## src/rtl/registrador_estagio_skid.sv

```systemverilog
// Parametrised pipeline-stage register: valid/ready handshake with a 2-entry skid buffer,
// synchronous flush and a saturating stall counter.
module registrador_estagio_skid #(
    parameter int unsigned DATA_W     = 32,
    parameter int unsigned CNT_W      = 16,
    parameter bit          FLUSH_ZERO = 1'b1
) (
    input  logic              clock,
    input  logic              reset,
    input  logic              flush,
    input  logic              in_valid,
    input  logic [DATA_W-1:0] in_data,
    output logic              in_ready,
    output logic              out_valid,
    output logic [DATA_W-1:0] out_data,
    input  logic              out_ready,
    output logic [CNT_W-1:0]  stall_count
);

    typedef enum logic [1:0] {
        EMPTY = 2'd0,
        ONE   = 2'd1,
        FULL  = 2'd2
    } state_t;

    state_t            state, state_next;
    logic [DATA_W-1:0] main_q, main_next;
    logic [DATA_W-1:0] skid_q, skid_next;
    logic              in_fire;
    logic              out_fire;

    // Handshake outputs decode registered state only, so upstream never sees out_ready combinationally.
    assign in_ready  = (state != FULL);
    assign out_valid = (state != EMPTY);
    assign out_data  = main_q;
    assign in_fire   = in_valid & in_ready;
    assign out_fire  = out_valid & out_ready;

    // NOTE: every signal written here gets its default first, so no path can infer a latch.
    always_comb begin
        state_next = state;
        main_next  = main_q;
        skid_next  = skid_q;
        if (flush) begin
            state_next = EMPTY;
            if (FLUSH_ZERO) begin
                main_next = '0;
                skid_next = '0;
            end
        end else begin
            unique case (state)
                EMPTY: begin
                    if (in_fire) begin
                        main_next  = in_data;
                        state_next = ONE;
                    end
                end
                ONE: begin
                    if (in_fire && out_fire) begin
                        main_next = in_data;
                    end else if (in_fire) begin
                        skid_next  = in_data;
                        state_next = FULL;
                    end else if (out_fire) begin
                        state_next = EMPTY;
                    end
                end
                FULL: begin
                    if (out_fire) begin
                        main_next  = skid_q;
                        state_next = ONE;
                    end
                end
                default: state_next = EMPTY;
            endcase
        end
    end

    // NOTE: payload registers are reset as well, because out_data must read 0 right after reset.
    always_ff @(posedge clock) begin
        // NOTE: non-blocking assignments so every register samples the pre-edge values.
        if (reset) begin
            state  <= EMPTY;
            main_q <= '0;
            skid_q <= '0;
        end else begin
            state  <= state_next;
            main_q <= main_next;
            skid_q <= skid_next;
        end
    end

    // Saturates at all-ones; only reset clears it, flush leaves it alone.
    always_ff @(posedge clock) begin
        if (reset) begin
            stall_count <= '0;
        end else if (out_valid && !out_ready && (stall_count != {CNT_W{1'b1}})) begin
            stall_count <= stall_count + CNT_W'(1);
        end
    end

endmodule

```

## config.mk

```make
export PLATFORM = sky130hd
export DESIGN_NAME = registrador_estagio_skid
export DESIGN_NICKNAME = d
export VERILOG_FILES = /design/src/rtl/registrador_estagio_skid.sv
export SDC_FILE = /design/constraint.sdc
export NUM_CORES = 1
export LEC_CHECK = 0
export CAP_MARGIN = 15
export CORE_ASPECT_RATIO = 1.5
export CORE_MARGIN = 8
export CORE_UTILIZATION = 44
export CTS_CLUSTER_SIZE = 30
export DETAILED_ROUTE_END_ITERATION = 6
export PLACE_DENSITY = 0.73
export SYNTH_ARGS = -nofsm -noshare
export SYNTH_HDL_FRONTEND = slang
export SYNTH_SLANG_ARGS = --single-unit
```

## constraint.sdc

```tcl
create_clock -name clock -period 1.95 [get_ports clock]
set_clock_uncertainty 0.15 [all_clocks]
set_input_delay 0.39 -clock clock [delete_from_list [all_inputs] [get_ports clock]]
set_output_delay 0.39 -clock clock [all_outputs]
set_load 0.005 [all_outputs]
```

==> summary.md <==
| Metric | Value |
|---|---|
| Initial core utilization | `45.6%` |
| Yosys warnings | `0` |
| Clk root buf | `clkbuf_16` |
| Design Power | `3.71 mW` |
| DR iter-0 viols | `125` |
| Mapped Area | `3470 um2` |
| GRT Residual Overflow | `0` |
| Final Critical Period | `1910 ps` |
| PortBufs | `86` |
| Non-Filler Instances | `609` |
| Clock transition at the registers of the reported paths | `60 ps` |
| CP startpoint kind | `flip-flop` |
| Die Y | `125 um` |
| Post-route ant nets | `0` |
| Die boundary width | `88.5 um` |
| Status | `complete, no violations` |
| F_max | `524 MHz` |
| Max IR drop VDD | `0.000685 V` |
| Lkg Pwr | `2.05 nW` |
| Setup TNS Final | `0 ps` |
| Vias | `3191` |
| Vias in the first global route | `3173` |
| Ant. Diodes | `0` |
| Slew Limit Fails | `0` |
| CP arrival | `1370 ps` |
| Slew margin rel. | `79.3%` |
| Max-cap violations | `0` |
| Post-layout instance area | `5080 um2` |
| CTS Sinks | `82` |
| CP Class | `reg -> out` |
| Number of CTS-inserted buffers | `9` |
| Residual DRC | `0` |
| Post-Syn Nets | `435` |
| First-pass GRT wire length | `14700 um` |
| Final GP Congestion | `0.828` |
| Final-report hold violation count | `0` |
| Cell Area, Placed | `4670 um2` |
| Total die area | `11000 um2` |
| # setup viols final | `0` |
| Number of synthesized flops with an enable pin | `0` |
| Yosys reg bits | `82` |
| Fin nets | `540` |
| TritonRoute pass-1 iters | `4` |
| Cell Pwr Density | `730 nW/um2` |
| Core ar. | `7610 um2` |
| Clk buf depth | `2` |
| Layout cell share with drive strength beyond 1 | `14.8%` |
| Post-Syn Area per Cell | `8.74 um2` |
| Ys flop type | `dfxtp_1` |
| Crit share post-route | `97.8%` |
| Synth Instances | `397` |
| Async SR Flop Fraction | `0%` |
| CP max FO | `5` |
| Unique masters post-synth | `37` |
| Area added between synthesis and finish | `46.5%` |
| Initial antenna violation count | `0` |
| HPWL reported at the end of detailed placement | `6150 um` |
| # H-tree levels | `3` |
| DR WL/cell | `14.8 um` |
| Largest net degree at the start of global routing | `67` |
| Worst Tran Pin Value | `308 ps` |
| CTS tree | `built` |
| Placed Cells | `588` |
| RSZ-0062 raised after global routing | `no` |
| Final wirelength | `9020 um` |
| IO Count | `87` |
| Worst-skew pair later-pin latency | `330 ps` |
| Row count | `39` |
| Min-delay worst type | `reg -> reg` |
| Total global-route track usage | `16.6%` |
| CP endpoint kind | `primary output` |
| Via/cell ratio | `5.24` |
| Register area share after synthesis | `47.3%` |
| FILL cells | `660` |
| CP required | `1410 ps` |
## placed cells by master, fill, tap and decap left out, drive strengths merged
| cell | n |
|---|---|
| or3b | 1 |
| a21oi | 40 |
| dfxtp | 82 |
| o21ai | 1 |
| o31ai | 5 |
| a41oi | 1 |
| o21bai | 2 |
| nand4 | 2 |
| clkdlybuf4s50 | 83 |
| nand3 | 4 |
| dlymetal6s2s | 1 |
| o2bb2ai | 1 |
| clkbuf | 13 |
| nor4 | 3 |
| a31oi | 2 |
| and3 | 1 |
| nor3b | 1 |
| o22a | 1 |
| nor2b | 7 |
| or3 | 2 |
| and4 | 2 |
| and3b | 1 |
| nand2 | 69 |
| inv | 3 |
| or2 | 2 |
| nand2b | 3 |
| clkinvlp | 2 |
| dlygate4sd2 | 2 |
| nor3 | 3 |
| a211oi | 35 |
| nand3b | 2 |
| clkinv | 3 |
| mux2i | 34 |
| ha | 1 |
| nor2 | 44 |
| buf | 37 |
| or4 | 4 |
| nor4b | 1 |
| mux2 | 6 |
## per-stage QoR
step	util (%)	setup slack, ps	hold slack [ps]
2_1_floorplan	-	-33.2	286
3_3_place_gp	61.4	-325	291
3_5_place_dp	61.4	-370	297
4_1_cts	65.2	19.2	305
5_1_grt	66.7	1.34	321
6_report	66.7	42.1	302
## kinds of logic (layout without fill, tap and decap cells)
group,after synthesis,count (layout),share of synthesized area (%)
buffers and inverters,34,144,4.11
AO/OA/AOI/OAI,88,88,16.6
flip-flops,82,82,47.3
adder cells (fa/ha/maj),1,1,0.361
AND/OR/NAND/NOR,152,152,19.8
multiplexers,40,40,11.8
## report_power, final
part	leakage, nW	internal (mW)	switching [mW]
combinational	1.25	0.244	0.181
sequential	0.667	1.72	0.0233
clock	0.131	0.890	0.652
## flip-flops by register name, indices dropped and copies added, names as in the netlist
register,flops
out_data,32
state,2
skid_q,32
stall_count,16
## synth_stat cells (2+ instances only)
cell	n	area share [%]
dfxtp_1	82	47
nand2_1	69	7.5
nor2_1	44	4.8
a21oi_1	40	5.8
a211oi_1	35	7.6
mux2i_1	34	9.8
clkbuf_1	21	2.3
buf_2	7	1.0
nor2b_1	7	1.3
mux2_2	6	1.9
o31ai_1	5	1.1
nand3_1	4	0.58
or4_1	4	0.87
inv_1	3	0.32
nand2b_1	3	0.54
nor3_1	3	0.43
nor4_1	3	0.54
a31oi_1	2	0.36
and4_1	2	0.51
clkbuf_2	2	0.29
nand3b_1	2	0.43
nand4_1	2	0.36
or2_2	2	0.36
or3_1	2	0.36
## critical path: stages, from the launching register on
cell           delay, ps
dfxtp_2              330
buf_4                160
or2_2                270
dlygate4sd2_1        270
## layout make-up
class                           count  area (um2)  area share (%)
Multi-Input combinational cell    281        1760            34.6
Sequential cell                    82        1650            32.4
Timing Repair Buffer              125        1260            24.9
Clock buffer                       11         243            4.78
Tap cell                          102         128            2.51
Clock inverter                      5        30.0           0.591
Inverter                            3        11.3           0.222
## final timing paths
kind                    end  slack (ps)  depth (start not counted)      startpoint
max               out_valid          40                          3        state[1]
min reg2reg      skid_q[24]         300                          2      skid_q[24]
max reg2reg  stall_count[2]          90                          7  stall_count[0]
min              skid_q[24]         300                          2      skid_q[24]
## layer usage
layer	wire length, um	GRT usage, %
met5	0	0
met3	402	2.84
met1	3600	17.0
met2	4750	29.8
met4	258	9.41
## timing repair
action                                  in CTS  in global routing
endpoints found under the setup margin       9                 24
resized for setup                            5                  8
buffers inserted                             1                  2
pin swaps                                    0                  2
hold buffers                                 0                  0
gates cloned                                 0                  2
Power figures use the tool's default switching activity.
==> RTL edit (same flow settings) <==
Change the parameter `FLUSH_ZERO` from 1'b1 to 1'b0.
--- a/src/rtl/registrador_estagio_skid.sv
+++ b/src/rtl/registrador_estagio_skid.sv
@@ -4,5 +4,5 @@
     parameter int unsigned DATA_W     = 32,
     parameter int unsigned CNT_W      = 16,
-    parameter bit          FLUSH_ZERO = 1'b1
+    parameter bit          FLUSH_ZERO = 1'b0
 ) (
     input  logic              clock,
Behaviour: not the same (Yosys sat finds a counterexample within 4 cycles, from zero or initial values and one cycle with reset high).
==> RTL edit against the unedited design <==
Final area up 1.5%; routed wire length up 9.6%; worst hold slack worse by 0.049 ns; sequential cell count unchanged; first-iteration DRC count up 33%; power up 4.1%; final cell count up 5.7%; setup slack worse by 0.0075 ns; synthesized area up 8.0%; critical endpoint is now stall_count[15]$_SDFFE_PP0P_; largest cell class unchanged; highest routed layer unchanged.
==> RTL edit: results (changes against the unedited design) <==
* Post-synthesis compound-gate area fraction at 18.2% (+1.6 points)
* Via Count at 3498 (+9.6%)
* IO Port Bufs at 86 (unchanged)
* Ratio of cells with drive above 1 in the final layout at 11.7% (-3.1 points)
* Most frequent cells after synthesis: 82 x dfxtp_1, 73 x a21oi_1, 72 x nand2_1
* Peak fanout along the critical path at 6 (+1)
* Layout Cells excl Fill at 644 (+5.7%)
* Power Dens Cells at 749 mW/mm² (+2.5%)
* Status: finished clean
* Sw Share at 22.3% (-0.78 points)
* Pin count of the biggest net entering global routing at 59 (-12%)
* GR met3 Demand/Resource at 3.82% (+0.98 points)
* Met2 Usage GRT at 28.4% (-1.4 points)
* Fin nets at 570 (+5.6%)
* Post-CTS Setup Repair Bufs at 0 (-1)
* Synth Area in Adders at 0.334% (-0.027 points)
* Min-delay src: flush
* RR Endpoint: stall_count[10]$_SDFFE_PP0P_
* Post-DP Area at 0.00483 mm² (+3.5%)
* R2R depth at 6 (-1)
* Pre-CTS setup slack at -0.326 ns (+0.0446 ns)
* Cell total after placement at 628 (+6.8%)
* Worst vdd ir at 0.530 mV (-23%)
* Leakage at 2.02 nW (-1.8%)
* Vias in the first global route at 3273 (+3.2%)
* Worst hold slack at 0.254 ns (-0.0486 ns)
* Synth cell types at 44 (+19%)
* Flop2flop setup slack at 0.13 ns (+0.04 ns)
* Post-synthesis mux area share at 10.6% (-1.2 points)
* Average size of a mapped cell at 8.48 µm² (-3.0%)
* Area contributors post-synth: dfxtp_1 44%, a21oi_1 9.7%, mux2i_1 9.3%, nand2_1 7.2%, or3_1 5.7%
* CP arrival at 2.00 ns (+0.63 ns)
* Grt met1 use at 18.4% (+1.4 points)
* Reg clk slew, reported paths at 0.06 ns (about the same)
* Gr usage total at 16.6% (about the same)
* DP HPWL at 6980 µm (+13%)
* Fill cells at 730 (+11%)
* Worst Hold Class: input pin to flop
* Hold Path Sink: state[0]$_SDFFE_PP0P_
* First-pass GRT wire length at 16000 µm (+8.6%)
* Synthesized Nets at 480 (+10%)
-- RTL edit: timing repair --
action / 4_1_cts / 5_1_grt
pin swaps: 0 / 1
setup endpoints to repair: 3 / 34
hold endpoints to repair: 0 / 0
gates resized for setup: 5 / 5
-- RTL edit: cell families after synthesis --
kind of cell	count (synthesis)
adder cells (fa/ha/maj)	1
buffers and inverters	37
multiplexers	39
AND/OR/NAND/NOR	158
AO/OA/AOI/OAI	125
flip-flops	82
-- RTL edit: metal layers --
metal | routed length [µm] | up-vias
li1 | - | 1749
met1 | 4100 | 1650
met2 | 5080 | 81
met3 | 452 | 18
met4 | 240 | 0
met5 | 0 | -
-- RTL edit: area by class of cell --
cell class / instances / area, µm² / area share, %
Multi-Input combinational cell: 323 / 1950 / 37.9
Sequential cell: 82 / 1650 / 31.9
Timing Repair Buffer: 115 / 1120 / 21.6
Clock buffer: 11 / 253 / 4.90
Tap cell: 107 / 134 / 2.60
Clock inverter: 5 / 52.6 / 1.02
Inverter: 1 / 3.75 / 0.0728
-- RTL edit: worst max-delay path by stage --
stage | from | to | slack, ns | cells past startpoint
floorplan | stall_count[5]$_SDFFE_PP0P_ | stall_count[14]$_SDFFE_PP0P_ | 0.17 | 4
global placement | out_ready | stall_count[9]$_SDFFE_PP0P_ | -0.32 | 5
detailed placement | out_ready | stall_count[9]$_SDFFE_PP0P_ | -0.33 | 5
CTS | out_ready | stall_count[9]$_SDFFE_PP0P_ | 0.02 | 5
global route | in_valid | out_data[2]$_SDFFE_PP0P_ | -0.03 | 6
finish | out_ready | stall_count[15]$_SDFFE_PP0P_ | 0.03 | 6
-- RTL edit: worst max-delay path, stage by stage --
cell	delay (ns)
clkdlybuf4s50_1	0.54
o21ba_2	0.22
buf_4	0.15
and3_2	0.23
and4_1	0.20
a211oi_1	0.27
